[config.mk]
export PLATFORM = sky130hd
export DESIGN_NAME = mips_muldiv_unit_flat
export DESIGN_NICKNAME = d
export VERILOG_FILES = /design/src/rtl/mips_muldiv_unit_if.sv /design/src/rtl/mips_muldiv_unit.sv /design/src/flat_wrapper.sv
export SDC_FILE = /design/constraint.sdc
export NUM_CORES = 1
export LEC_CHECK = 0
export CAP_MARGIN = 25
export CORE_MARGIN = 2
export CORE_UTILIZATION = 50
export DETAILED_ROUTE_END_ITERATION = 8
export PLACE_DENSITY = 0.82
export SLEW_MARGIN = 20
export SYNTH_ARGS = -nofsm -noshare
export SYNTH_HDL_FRONTEND = slang
export SYNTH_SLANG_ARGS = --single-unit
[constraint.sdc]
create_clock -name clock__i -period 5.3 [get_ports clock__i]
set_clock_uncertainty 0.05 [all_clocks]
set_input_delay 1.325 -clock clock__i [delete_from_list [all_inputs] [get_ports clock__i]]
set_output_delay 1.325 -clock clock__i [all_outputs]
set_load 0.01 [all_outputs]
[src/rtl/mips_muldiv_unit_if.sv]
// Request/response bundle between the EX stage and the multiply/divide unit.
// The core side drives the operation request and MTHI/MTLO writes; the unit
// returns the architectural HI/LO registers and its status flags.
interface mips_muldiv_unit_if #(
  parameter int WIDTH = 32
);
  logic             start__i;
  logic [1:0]       op__i;
  logic [WIDTH-1:0] dataA__i;
  logic [WIDTH-1:0] dataB__i;
  logic             cancel__i;
  logic             hiWrite__i;
  logic             loWrite__i;
  logic [WIDTH-1:0] mtData__i;
  logic [WIDTH-1:0] hi__o;
  logic [WIDTH-1:0] lo__o;
  logic             busy__o;
  logic             done__o;
  logic             divZero__o;

  modport master (
    output start__i, op__i, dataA__i, dataB__i, cancel__i,
    output hiWrite__i, loWrite__i, mtData__i,
    input  hi__o, lo__o, busy__o, done__o, divZero__o
  );

  modport slave (
    input  start__i, op__i, dataA__i, dataB__i, cancel__i,
    input  hiWrite__i, loWrite__i, mtData__i,
    output hi__o, lo__o, busy__o, done__o, divZero__o
  );
endinterface

[src/rtl/mips_muldiv_unit.sv]
// Iterative MIPS multiply/divide unit with architectural HI/LO registers.
// One shift-add (multiply) or restoring shift-subtract (divide) step per
// cycle for WIDTH cycles, then one sign-fixup cycle that commits HI/LO.
// Operands are reduced to magnitudes on entry; acc_q holds the upper half
// (partial product high / partial remainder) and qr_q the lower half
// (multiplier bits shifting out / dividend bits shifting out, quotient in).
module mips_muldiv_unit #(
  parameter int WIDTH     = 32,
  parameter bit SIGNED_EN = 1'b1
) (
  input logic             clock__i,
  input logic             reset_n__i,
  mips_muldiv_unit_if.slave bus
);

  localparam int               CNT_W = (WIDTH > 1) ? $clog2(WIDTH) : 1;
  localparam logic [CNT_W-1:0] CNT_LAST = CNT_W'(WIDTH - 1);
  localparam logic [WIDTH-1:0] ZERO_W = {WIDTH{1'b0}};
  localparam logic [WIDTH-1:0] ONES_W = {WIDTH{1'b1}};

  typedef enum logic [1:0] {
    ST_IDLE  = 2'd0,
    ST_RUN   = 2'd1,
    ST_FIXUP = 2'd2
  } state_e;

  state_e           state_q;
  logic [CNT_W-1:0] cnt_q;
  logic [WIDTH-1:0] acc_q;
  logic [WIDTH-1:0] qr_q;
  logic [WIDTH-1:0] opb_q;
  logic [WIDTH-1:0] hi_q;
  logic [WIDTH-1:0] lo_q;
  logic             is_div_q;
  logic             neg_a_q;
  logic             neg_b_q;
  logic             dz_q;
  logic             busy_q;
  logic             done_q;
  logic             dz_pulse_q;

  logic             is_signed_s;
  logic             neg_a_s;
  logic             neg_b_s;
  logic [WIDTH-1:0] mag_a_s;
  logic [WIDTH-1:0] mag_b_s;
  logic [WIDTH:0]   mul_sum_s;
  logic [WIDTH-1:0] step_acc_d;
  logic [WIDTH-1:0] step_qr_d;
  logic [WIDTH:0]   div_shift_s;
  logic [2*WIDTH-1:0] prod_s;
  logic [2*WIDTH-1:0] prod_neg_s;
  logic [WIDTH-1:0] fix_hi_d;
  logic [WIDTH-1:0] fix_lo_d;

  // Operand entry: decide signedness and reduce operands to magnitudes.
  always_comb begin
    is_signed_s = SIGNED_EN && !bus.op__i[0];
    neg_a_s     = is_signed_s && bus.dataA__i[WIDTH-1];
    neg_b_s     = is_signed_s && bus.dataB__i[WIDTH-1];
    if (neg_a_s) begin
      mag_a_s = ZERO_W - bus.dataA__i;
    end else begin
      mag_a_s = bus.dataA__i;
    end
    if (neg_b_s) begin
      mag_b_s = ZERO_W - bus.dataB__i;
    end else begin
      mag_b_s = bus.dataB__i;
    end
  end

  // One iteration: shift-add for multiply, restoring shift-subtract for divide.
  always_comb begin
    mul_sum_s   = {1'b0, acc_q};
    div_shift_s = {acc_q, qr_q[WIDTH-1]};
    step_acc_d  = acc_q;
    step_qr_d   = qr_q;
    if (is_div_q) begin
      // Remainder stays below the divisor, so the difference fits WIDTH bits.
      if (div_shift_s >= {1'b0, opb_q}) begin
        step_acc_d = div_shift_s[WIDTH-1:0] - opb_q;
        step_qr_d  = {qr_q[WIDTH-2:0], 1'b1};
      end else begin
        step_acc_d = div_shift_s[WIDTH-1:0];
        step_qr_d  = {qr_q[WIDTH-2:0], 1'b0};
      end
    end else begin
      if (qr_q[0]) begin
        mul_sum_s = {1'b0, acc_q} + {1'b0, opb_q};
      end else begin
        mul_sum_s = {1'b0, acc_q};
      end
      step_acc_d = mul_sum_s[WIDTH:1];
      step_qr_d  = {mul_sum_s[0], qr_q[WIDTH-1:1]};
    end
  end

  // Sign correction of the magnitude result; divide-by-zero gets fixed values.
  always_comb begin
    prod_s     = {acc_q, qr_q};
    prod_neg_s = {(2*WIDTH){1'b0}} - prod_s;
    fix_hi_d   = acc_q;
    fix_lo_d   = qr_q;
    if (is_div_q) begin
      // Remainder takes the dividend's sign; with a zero divisor the
      // remainder path has shifted the whole dividend magnitude into acc_q,
      // so re-signing it restores the dividend as latched.
      if (neg_a_q) begin
        fix_hi_d = ZERO_W - acc_q;
      end else begin
        fix_hi_d = acc_q;
      end
      if (dz_q) begin
        fix_lo_d = ONES_W;
      end else if (neg_a_q ^ neg_b_q) begin
        fix_lo_d = ZERO_W - qr_q;
      end else begin
        fix_lo_d = qr_q;
      end
    end else begin
      if (neg_a_q ^ neg_b_q) begin
        {fix_hi_d, fix_lo_d} = prod_neg_s;
      end else begin
        {fix_hi_d, fix_lo_d} = prod_s;
      end
    end
  end

  // Control FSM with datapath registers, HI/LO and registered status outputs.
  always_ff @(posedge clock__i or negedge reset_n__i) begin
    if (!reset_n__i) begin
      state_q    <= ST_IDLE;
      cnt_q      <= {CNT_W{1'b0}};
      acc_q      <= ZERO_W;
      qr_q       <= ZERO_W;
      opb_q      <= ZERO_W;
      hi_q       <= ZERO_W;
      lo_q       <= ZERO_W;
      is_div_q   <= 1'b0;
      neg_a_q    <= 1'b0;
      neg_b_q    <= 1'b0;
      dz_q       <= 1'b0;
      busy_q     <= 1'b0;
      done_q     <= 1'b0;
      dz_pulse_q <= 1'b0;
    end else begin
      done_q     <= 1'b0;
      dz_pulse_q <= 1'b0;
      case (state_q)
        ST_IDLE: begin
          if (bus.hiWrite__i) begin
            hi_q <= bus.mtData__i;
          end
          if (bus.loWrite__i) begin
            lo_q <= bus.mtData__i;
          end
          if (bus.start__i && !bus.cancel__i) begin
            state_q  <= ST_RUN;
            busy_q   <= 1'b1;
            cnt_q    <= {CNT_W{1'b0}};
            acc_q    <= ZERO_W;
            qr_q     <= mag_a_s;
            opb_q    <= mag_b_s;
            is_div_q <= bus.op__i[1];
            neg_a_q  <= neg_a_s;
            neg_b_q  <= neg_b_s;
            dz_q     <= bus.op__i[1] && (bus.dataB__i == ZERO_W);
          end
        end
        ST_RUN: begin
          if (bus.cancel__i) begin
            state_q <= ST_IDLE;
            busy_q  <= 1'b0;
            cnt_q   <= {CNT_W{1'b0}};
          end else begin
            acc_q <= step_acc_d;
            qr_q  <= step_qr_d;
            if (cnt_q == CNT_LAST) begin
              state_q <= ST_FIXUP;
              cnt_q   <= {CNT_W{1'b0}};
            end else begin
              cnt_q <= cnt_q + {{(CNT_W-1){1'b0}}, 1'b1};
            end
          end
        end
        ST_FIXUP: begin
          state_q <= ST_IDLE;
          busy_q  <= 1'b0;
          if (!bus.cancel__i) begin
            hi_q       <= fix_hi_d;
            lo_q       <= fix_lo_d;
            done_q     <= 1'b1;
            dz_pulse_q <= dz_q;
          end
        end
        default: begin
          state_q <= ST_IDLE;
          busy_q  <= 1'b0;
          cnt_q   <= {CNT_W{1'b0}};
        end
      endcase
    end
  end

  assign bus.hi__o      = hi_q;
  assign bus.lo__o      = lo_q;
  assign bus.busy__o    = busy_q;
  assign bus.done__o    = done_q;
  assign bus.divZero__o = dz_pulse_q;

endmodule
[src/flat_wrapper.sv]
// flat-port wrapper written by rule: the top's interface ports become plain ports
module mips_muldiv_unit_flat 
#(
  parameter int WIDTH     = 32,
  parameter bit SIGNED_EN = 1'b1
)
  (clock__i, reset_n__i, bus_start__i, bus_op__i, bus_dataA__i, bus_dataB__i, bus_cancel__i, bus_hiWrite__i, bus_loWrite__i, bus_mtData__i, bus_hi__o, bus_lo__o, bus_busy__o, bus_done__o, bus_divZero__o);
  mips_muldiv_unit_if #(.WIDTH(WIDTH)) bus_i ();
  input logic clock__i;
  input logic reset_n__i;
  input wire logic [$bits(bus_i.start__i)-1:0] bus_start__i;
  input wire logic [$bits(bus_i.op__i)-1:0] bus_op__i;
  input wire logic [$bits(bus_i.dataA__i)-1:0] bus_dataA__i;
  input wire logic [$bits(bus_i.dataB__i)-1:0] bus_dataB__i;
  input wire logic [$bits(bus_i.cancel__i)-1:0] bus_cancel__i;
  input wire logic [$bits(bus_i.hiWrite__i)-1:0] bus_hiWrite__i;
  input wire logic [$bits(bus_i.loWrite__i)-1:0] bus_loWrite__i;
  input wire logic [$bits(bus_i.mtData__i)-1:0] bus_mtData__i;
  output wire logic [$bits(bus_i.hi__o)-1:0] bus_hi__o;
  output wire logic [$bits(bus_i.lo__o)-1:0] bus_lo__o;
  output wire logic [$bits(bus_i.busy__o)-1:0] bus_busy__o;
  output wire logic [$bits(bus_i.done__o)-1:0] bus_done__o;
  output wire logic [$bits(bus_i.divZero__o)-1:0] bus_divZero__o;
  assign bus_i.start__i = bus_start__i;
  assign bus_i.op__i = bus_op__i;
  assign bus_i.dataA__i = bus_dataA__i;
  assign bus_i.dataB__i = bus_dataB__i;
  assign bus_i.cancel__i = bus_cancel__i;
  assign bus_i.hiWrite__i = bus_hiWrite__i;
  assign bus_i.loWrite__i = bus_loWrite__i;
  assign bus_i.mtData__i = bus_mtData__i;
  assign bus_hi__o = bus_i.hi__o;
  assign bus_lo__o = bus_i.lo__o;
  assign bus_busy__o = bus_i.busy__o;
  assign bus_done__o = bus_i.done__o;
  assign bus_divZero__o = bus_i.divZero__o;
  mips_muldiv_unit #(.WIDTH(WIDTH), .SIGNED_EN(SIGNED_EN)) u_core (.clock__i(clock__i), .reset_n__i(reset_n__i), .bus(bus_i));
endmodule
==> results.py, run 1 <==
metrics = {
    "setup_path": {
        "required_ns": 5.56,
        "rrSetupSlack_ns": 1.20,
        "reg2reg_depth": 11,
        "path_class": "in2reg",
        "startpoint_type": "input port",
        "cp_common_cell": "or4_1",
        "path_cells": "clkdlybuf4s50_1 > or4_1 > or3_1 > or2_2 > nand2b_1 > or4_1 > o31ai_1 > xor2_1 > o21ai_0",
        "arrival_ns": 4.49,
        "worstPathMaxFanout": 5,
        "crit_slowest_cell": "or4_1",
        "critPathCapture": "u_core.opb_q[30]",
        "rr_endpoint": "u_core.acc_q[13]",
        "r2r-start": "u_core.acc_q[9]",
        "endpoint_kind": "register",
        "slowest_delay_ns": 0.65,
        "startpoint": "bus_dataB__i[8]",
    },
    "run": {
        "maxCapViolCount": 0,
    },
    "layout": {
        "postLayoutCellArea_um2": 17600,
        "area_growth_pct": 16.3,
        "nets": 2211,
        "drive_above_1_share_pct": 5.57,
        "stdcell_count": 2440,
    },
    "pwr": {
        "p_int_w": 0.00456,
        "pwr-share-comb_pct": 61.0,
        "ir_worst_vdd_mv": 0.274,
        "p_sw_w": 0.00460,
        "clockPowerShare_pct": 13.9,
        "p_seq_share_pct": 25.1,
        "leakagePower_nw": 7.45,
        "swShare_pct": 50.2,
        "p_per_area_nw_per_um2": 521,
    },
    "synthesis": {
        "yosysTopAreaCellShare_pct": 28.8,
        "ys.flop_type": "dfrtp_1",
        "async_reset_ff_share_pct": 100,
        "syn_area_um2": 15100,
        "synth_cell_types": 83,
        "synthesis.nets": 2124,
        "avgSynthCellArea_um2": 7.76,
        "yosysSeqAreaShare_pct": 28.8,
        "yosysWarnings": 0,
        "syn_inst": 1948,
        "synth_edf_count": 0,
        "synth_common_cells": "247 x nand2_1, 223 x o21ai_0, 174 x dfrtp_1, 150 x nor2_1, 137 x a21oi_1",
        "synth_top_area_cell": "dfrtp_1",
        "ys_ff_latch": 174,
        "synth_area_leaders": "dfrtp_1 29%, o21ai_0 7.4%, nand2_1 6.1%",
        "yosysMostFrequentCell": "nand2_1",
    },
    "grt": {
        "grt_pass1_wl_mm": 79.1,
        "antenna_found_initial": 0,
        "grt_pass1_vias": 14542,
        "grt.total_usage_pct": 32.0,
        "grt_overflow_total": 0,
        "grt_max_degree": 110,
    },
    "timing": {
        "setup_viol": 0,
        "worst_pin_slew_ns": 1.01,
        "fin_tns_setup_ns": 0,
        "slew_headroom_pct": 32.5,
        "fmax_mhz": 236,
        "fin_crit_ns": 4.23,
        "period_share_pct": 79.8,
        "rsz0062_at_grt": "false",
        "hold_violations": 0,
        "final-max-slew-violation-count": 0,
    },
    "die": {
        "initial_core_util_pct": 50.8,
        "die_w_um": 178,
        "dieArea_um2": 31600,
        "fp-row-count": 63,
        "die_h_um": 178,
        "core_um2": 29700,
        "ioPinCount": 171,
    },
    "place": {
        "gp_congestion": 1.04,
        "post_dp_cell_area_um2": 17000,
        "dp.cells": 2405,
        "hpwl_mm": 38.4,
        "port_buffers": 170,
    },
    "drt": {
        "route.detailed.drc": 0,
        "vias_per_cell": 6.38,
        "vias": 15570,
        "wl_per_cell_um": 20.9,
        "drtPass1Iterations": 6,
        "ant_nets": 0,
        "drtIter0Drc": 1821,
        "routed_wl_mm": 51.1,
    },
    "clock_tree": {
        "cts_buffers": 17,
        "cts_tree": "yes",
        "cts_buffer_depth": 2,
        "clock-root-buffer": "clkbuf_16",
        "htreeDepth": 4,
        "cts_num_sinks": 174,
        "worstSkewPairLatency_ns": 0.45,
        "postCtsSetupRepairBufs": 0,
        "cts_hold_buf": 0,
        "cts.clk_slew.worst_paths_ns": 0.07,
        "cts_resized": 0,
    },
    "run_status": {
        "status": "completed",
    },
    "min_path": {
        "hold_class": "reg2reg",
    },
}
[critical path: cells and delay by family]
kind / cells / cell delay, ns
buffers and inverters: 1 / 0.45
xor gates and xnor gates: 1 / 0.16
AOI/OAI and AO/OA: 2 / 0.34
and+or+nand+nor: 5 / 2.21
[layout make-up]
type / instances / area (um^2)
clock inverter: 14 / 148
tap: 390 / 488
antenna: 2 / 5.00
sequential: 174 / 4360
timing repair buffer: 200 / 1940
clock buffer: 18 / 439
multi-input combinational: 1579 / 9970
inverter: 63 / 236
fill: 2600 / 12100
[sequential cells by signal (all words and copies together) (netlist names)]
register	count
u_core.state_q	2
u_core.neg_b_q	1
u_core.dz_q	1
u_core.bus.busy__o	1
u_core.bus.done__o	1
u_core.qr_q	32
u_core.is_div_q	1
u_core.bus.lo__o	32
u_core.neg_a_q	1
u_core.bus.divZero__o	1
u_core.cnt_q	5
u_core.bus.hi__o	32
u_core.acc_q	32
u_core.opb_q	32
[routing by layer]
metal | up-vias | share of wire, % | global-route usage [%] | wire length [um]
li1 | 7244 | - | - | -
met5 | - | 0 | 0 | 0
met3 | 123 | 10 | 6.28 | 5200
met2 | 885 | 44 | 49.9 | 22400
met4 | 0 | 4.2 | 14.2 | 2150
met1 | 7318 | 42 | 43.1 | 21300
[logic make-up (layout without fill, tap and decap cells)]
| group | count (synthesis) | count (layout) | share of synthesized area [%] |
|---|---|---|---|
| compound gates | 639 | 639 | 26.1 |
| simple gates | 646 | 646 | 20.1 |
| flops | 174 | 174 | 28.8 |
| xor+xnor | 158 | 158 | 9.16 |
| fa+ha+maj | 72 | 72 | 6.06 |
| buf+inv | 195 | 295 | 5.43 |
| mux | 64 | 64 | 4.31 |
| other cells | 0 | 2 | 0 |
[power by group through the flow]
stage               clock network (W)  registers (W)  logic (W)
CTS                           0.00127        0.00225    0.00544
detailed placement                  0        0.00228    0.00538
global route                  0.00132        0.00233    0.00609
finish                        0.00127        0.00230    0.00559
floorplan                           0        0.00199    0.00407
global placement                    0        0.00227    0.00528
[how the worst min path moves through the flow]
| stage | start | endpoint | slack (ns) | depth (start not counted) |
|---|---|---|---|---|
| 6_report | u_core.bus.hi__o[6] | u_core.bus.hi__o[6] | 0.43 | 2 |
| 2_1_floorplan | u_core.dz_q | u_core.dz_q | 0.41 | 2 |
| 4_1_cts | u_core.bus.hi__o[4] | u_core.bus.hi__o[4] | 0.43 | 2 |
| 3_3_place_gp | u_core.bus.hi__o[23] | u_core.bus.hi__o[23] | 0.41 | 2 |
| 3_5_place_dp | u_core.bus.hi__o[4] | u_core.bus.hi__o[4] | 0.42 | 2 |
| 5_1_grt | u_core.bus.hi__o[21] | u_core.bus.hi__o[21] | 0.45 | 2 |
[metrics by stage]
stage	hold WS [ns]	setup slack [ns]	total power, W	utilization (%)
global placement	0.412	0.624	0.00754	57.1
finish	0.429	1.07	0.00916	59.2
detailed placement	0.416	0.597	0.00766	57.1
CTS	0.431	1.05	0.00896	59.1
floorplan	0.414	1.36	0.00607	-
global route	0.449	0.861	0.00974	59.1
[layout by cell type (no fill, tap or decap), types with 22 or more instances in the layout]
cell type / count
xnor2_1: 88
clkdlybuf4s50_1: 169
inv_1: 63
a211oi_1: 22
nor2_1: 148
a21oi_1: 137
or3_1: 24
ha_1: 70
dfrtp_1: 173
buf_4: 29
nor3_1: 51
o22ai_1: 35
nand2_1: 247
o31ai_1: 44
mux2i_1: 56
nand3_1: 44
xor2_1: 70
a21o_1: 35
o21ai_0: 223
No activity file was read; power rests on OpenSTA's default activity.
==> inputs of run 2 (changes only) <==
- clock period: 5.3 -> 4.15 ns (I/O delays scaled with it)
==> run 2 against run 1 <==
Effect of this change: global-route usage grew 1.8 points; largest power group unchanged; utilization rose by 1.7 points; sequential power grew 18%.
==> results.py, run 2 (synthesis gave the netlist of run 1 again) <==
metrics = {
    "layout": {
        "multi_input_area_um2": 9960,
        "postLayoutCellArea_um2": 18100,
        "drive_above_1_share_pct": 8.37,
        "final_cell_mix": "247 x nand2_1, 223 x o21ai_0, 173 x dfrtp_1",
        "n_antenna_cell": 0,
        "nets": 2277,
        "n_fill_cell": 2650,
        "final_common_cell": "nand2_1",
        "area_growth_pct": 19.7,
        "stdcell_count": 2504,
        "seq_area_um2": 4360,
    },
    "timing": {
        "fin_crit_ns": 3.84,
        "worst_slack_ns": 0.311,
        "hold_violations": 0,
        "period_share_pct": 92.5,
        "rsz0062_at_grt": "false",
        "setup_viol": 0,
        "final-max-slew-violation-count": 0,
        "slew_headroom_pct": 34.2,
        "fin_hold_ws_ns": 0.429,
        "worst_pin_slew_ns": 0.983,
        "fmax_mhz": 260,
    },
    "pwr": {
        "clockPowerShare_pct": 13.8,
        "pwr-share-comb_pct": 64.0,
        "p_per_area_nw_per_um2": 678,
        "swShare_pct": 49.9,
        "ir_worst_vdd_mv": 0.338,
        "p_seq_share_pct": 22.2,
        "leakagePower_nw": 7.78,
        "p_sw_w": 0.00612,
        "p_int_w": 0.00615,
    },
    "place": {
        "port_buffers": 170,
        "dp.cells": 2472,
        "post_dp_cell_area_um2": 17500,
        "hpwl_mm": 41.3,
        "gp_congestion": 0.988,
        "dpl_worst_slack_ns": -0.168,
    },
    "drt": {
        "vias_per_cell": 6.33,
        "vias": 15843,
        "routed_wl_mm": 53.7,
        "wl_per_cell_um": 21.5,
        "drtIter0Drc": 1914,
        "route.detailed.drc": 0,
        "drtPass1Iterations": 6,
        "ant_nets": 0,
    },
    "run": {
        "maxCapViolCount": 0,
    },
    "setup_path": {
        "reg2reg_depth": 12,
        "required_ns": 4.43,
        "rr_endpoint": "u_core.acc_q[9]",
        "worstPathMaxFanout": 5,
        "endpoint_kind": "register",
        "arrival_ns": 4.12,
        "startpoint_type": "input port",
        "rrSetupSlack_ns": 0.36,
        "r2r-start": "u_core.opb_q[12]",
        "path_class": "in2reg",
    },
    "die": {
        "die_h_um": 178,
        "core_um2": 29700,
        "ioPinCount": 171,
        "dieArea_um2": 31600,
        "fp-row-count": 63,
        "die_w_um": 178,
        "initial_core_util_pct": 50.8,
    },
    "clock_tree": {
        "postCtsSetupRepairBufs": 0,
        "cts_hold_buf": 0,
        "cts_buffers": 17,
        "cts.clk_slew.worst_paths_ns": 0.08,
        "clock-root-buffer": "clkbuf_16",
        "cts_num_sinks": 174,
        "htreeDepth": 4,
        "cts_buffer_depth": 2,
        "cts_resized": 0,
        "cts_tree": "yes",
        "worstSkewPairLatency_ns": 0.45,
    },
    "min_path": {
        "hold_class": "reg2reg",
        "whs_endpoint": "u_core.bus.lo__o[15]",
        "hp-start": "u_core.bus.lo__o[15]",
        "hold-path-cell-count": 2,
    },
    "grt": {
        "grt_pass1_vias": 14652,
        "grt_pass1_wl_mm": 82.5,
        "grt_max_degree": 69,
        "antenna_found_initial": 0,
        "grt_overflow_total": 0,
        "grt.total_usage_pct": 33.9,
    },
    "run_status": {
        "status": "completed",
    },
}
## run 2: final cells by class
class                           count  area share [%]
Clock buffer                       18            2.37
Clock inverter                     14           0.941
Inverter                           63            1.31
Multi-Input combinational cell   1579            55.1
Sequential cell                   174            24.1
Tap cell                          390            2.70
Timing Repair Buffer              266            13.5
## run 2: worst max-delay path, stage by stage
cell and delay [ns]:
clkdlybuf4s50_1 0.44, or4_1 0.63, or3_1 0.40, or2_2 0.33, nand2b_1 0.20, or4_1 0.58
o31ai_1 0.26, xor2_1 0.16, o21ai_0 0.08
## run 2: metal layers
| metal | wire [um] | global-route usage (%) |
|---|---|---|
| met5 | 0 | 0 |
| met4 | 2120 | 14.3 |
| met3 | 5330 | 5.85 |
| met2 | 23600 | 52.6 |
| met1 | 22700 | 46.4 |
## run 2: through the flow
step / setup TNS [ns] / total power, W / util, %
6_report: 0 / 0.0123 / 60.9
5_1_grt: 0 / 0.0130 / 60.9
4_1_cts: 0 / 0.0120 / 60.9
3_5_place_dp: -0.414 / 0.0103 / 58.8
3_3_place_gp: -0.247 / 0.0102 / 58.8
2_1_floorplan: 0 / 0.00775 / -
## run 2: power by group through the flow
stage | combinational (W) | sequential, W | clock [W]
finish | 0.00785 | 0.00272 | 0.00169
global route | 0.00849 | 0.00276 | 0.00177
CTS | 0.00763 | 0.00268 | 0.00170
detailed placement | 0.00758 | 0.00271 | 0
global placement | 0.00747 | 0.00270 | 0
floorplan | 0.00520 | 0.00255 | 0
## run 2: worst max path at each step
| stage | startpoint | endpoint | slack (ns) | cells past startpoint |
|---|---|---|---|---|
| 6_report | bus_dataB__i[8] | u_core.opb_q[30] | 0.31 | 9 |
| 5_1_grt | bus_dataB__i[8] | u_core.opb_q[30] | 0.15 | 9 |
| 4_1_cts | bus_dataB__i[8] | u_core.opb_q[30] | 0.31 | 9 |
| 3_5_place_dp | bus_dataB__i[8] | u_core.opb_q[30] | -0.17 | 9 |
| 3_3_place_gp | bus_dataB__i[8] | u_core.opb_q[30] | -0.16 | 9 |
| 2_1_floorplan | bus_dataB__i[8] | u_core.opb_q[30] | 0.50 | 8 |
==> inputs of run 3 (changes only) <==
- RECOVER_POWER: default -> 25
- SKIP_LAST_GASP: default -> 1
==> run 3 against run 2 <==
Effect of this change: the run now ends with max-capacitance violations, max-slew violations left; first-iteration DRC count decreased by 1.7%; total power about the same; wire length is 0.13% higher; register-to-register slack worse by 0.05 ns; clock power is essentially flat; combinational power hardly changed; die area stayed put; non-clock buffer count did not move; worst setup slack about the same; highest routed layer unchanged.
==> results.py, run 3 (synthesis gave the netlist of run 1 again) <==
metrics = {
    "drt": {
        "routed_wl_mm": 53.8,
        "vias_per_cell": 6.33,
        "vias": 15849,
        "ant_nets": 0,
        "drtPass1Iterations": 6,
        "wl_per_cell_um": 21.5,
        "drtIter0Drc": 1881,
        "route.detailed.drc": 0,
    },
    "place": {
        "post_dp_cell_area_um2": 17500,
        "port_buffers": 170,
        "hpwl_mm": 41.3,
        "gp_congestion": 0.988,
        "dp.cells": 2472,
        "dpl_worst_slack_ns": -0.168,
    },
    "clock_tree": {
        "worstSkewPairLatency_ns": 0.45,
        "htreeDepth": 4,
        "cts_num_sinks": 174,
        "clock-root-buffer": "clkbuf_16",
        "cts_buffers": 17,
        "cts_buffer_depth": 2,
        "cts_hold_buf": 0,
        "cts_tree": "yes",
        "cts_resized": 0,
        "cts.clk_slew.worst_paths_ns": 0.08,
        "postCtsSetupRepairBufs": 0,
    },
    "timing": {
        "rsz0062_at_grt": "false",
        "setup_viol": 0,
        "final-max-slew-violation-count": 63,
        "fin_crit_ns": 3.84,
        "worst_slack_ns": 0.310,
        "hold_violations": 0,
        "slew_headroom_pct": -16.3,
        "worst_pin_slew_ns": 1.74,
        "period_share_pct": 92.5,
        "fmax_mhz": 260,
    },
    "layout": {
        "n_fill_cell": 2651,
        "nets": 2277,
        "utilization_pct": 60.8,
        "n_antenna_cell": 0,
        "final_common_cell": "nand2_1",
        "stdcell_count": 2504,
        "postLayoutCellArea_um2": 18100,
        "final_cell_mix": "247 x nand2_1, 223 x o21ai_0, 173 x dfrtp_1",
        "area_growth_pct": 19.6,
        "drive_above_1_share_pct": 8.37,
    },
    "grt": {
        "grt_pass1_wl_mm": 82.5,
        "grt_max_degree": 69,
        "grt.total_usage_pct": 33.9,
        "grt_pass1_vias": 14652,
        "grt_overflow_total": 0,
        "antenna_found_initial": 0,
    },
    "setup_path": {
        "r2r-start": "u_core.opb_q[12]",
        "path_class": "reg2reg",
        "required_ns": 4.46,
        "startpoint_type": "register",
        "rr_endpoint": "u_core.acc_q[9]",
        "reg2reg_depth": 12,
        "arrival_ns": 4.15,
        "worstPathMaxFanout": 11,
        "endpoint_kind": "register",
        "rrSetupSlack_ns": 0.31,
    },
    "min_path": {
        "hold_class": "reg2reg",
        "hold-path-cell-count": 2,
        "whs_endpoint": "u_core.bus.lo__o[15]",
        "hp-start": "u_core.bus.lo__o[15]",
    },
    "run": {
        "maxCapViolCount": 1,
    },
    "die": {
        "die_h_um": 178,
        "initial_core_util_pct": 50.8,
        "core_um2": 29700,
        "ioPinCount": 171,
        "dieArea_um2": 31600,
        "fp-row-count": 63,
        "die_w_um": 178,
    },
    "run_status": {
        "violations": "max-capacitance violations, max-slew violations",
        "status": "complete, but fails checks",
    },
    "pwr": {
        "leakagePower_nw": 7.78,
        "ir_worst_vdd_mv": 0.342,
        "power_w": 0.0123,
        "p_per_area_nw_per_um2": 679,
    },
}
==> run 3: cell count changes in the layout (fill, tap and decap cells not counted) <==
cell and delta:
buf_12 -1, buf_6 -1, clkbuf_2 +2
==> run 3: final cells by class <==
class	count	area [um^2]	share of cell area, %
Multi-Input combinational cell	1579	9960	55.1
Sequential cell	174	4360	24.1
Timing Repair Buffer	266	2430	13.4
Tap cell	390	488	2.70
Clock buffer	18	429	2.38
Inverter	63	236	1.31
Clock inverter	14	170	0.942
==> run 3: power by group <==
part | total, W | switching (W) | internal [W]
sequential | 0.00272 | 0.000616 | 0.00211
clock | 0.00169 | 0.000824 | 0.000866
combinational | 0.00786 | 0.00468 | 0.00317
==> run 3: worst max path at each step <==
stage,from,end,slack (ns)
after detailed placement,bus_dataB__i[8],u_core.opb_q[30],-0.17
after global routing,bus_dataB__i[8],u_core.opb_q[30],0.15
after CTS,bus_dataB__i[8],u_core.opb_q[30],0.31
after floorplan,bus_dataB__i[8],u_core.opb_q[30],0.50
after global placement,bus_dataB__i[8],u_core.opb_q[30],-0.16
final,u_core.opb_q[12],u_core.acc_q[9],0.31
==> run 3: stage by stage <==
step	TNS [ns]	hold WS [ns]
2_1_floorplan	0	0.414
3_3_place_gp	-0.247	0.410
3_5_place_dp	-0.414	0.419
4_1_cts	0	0.436
5_1_grt	0	0.439
6_report	0	0.429
==> run 3: critical path: stages, from the launching register on <==
cell and delay [ns]:
dfrtp_1 0.41, inv_1 0.07, ha_1 0.36, a21oi_1 0.26, o21ai_0 0.19, a311oi_1 0.42, a31o_2 0.27, a21oi_1 0.12
o21ba_2 0.25, nor2_1 0.76, buf_4 0.28, nor3_1 0.06, o31ai_1 0.26
==> run 3: routing by layer <==
metal | share of wire (%) | vias up | global-route usage [%]
met5 | 0 | - | 0
met4 | 4.2 | 0 | 14.3
met3 | 10 | 133 | 5.85
met2 | 44 | 870 | 52.6
met1 | 42 | 7493 | 46.4
li1 | - | 7353 | -
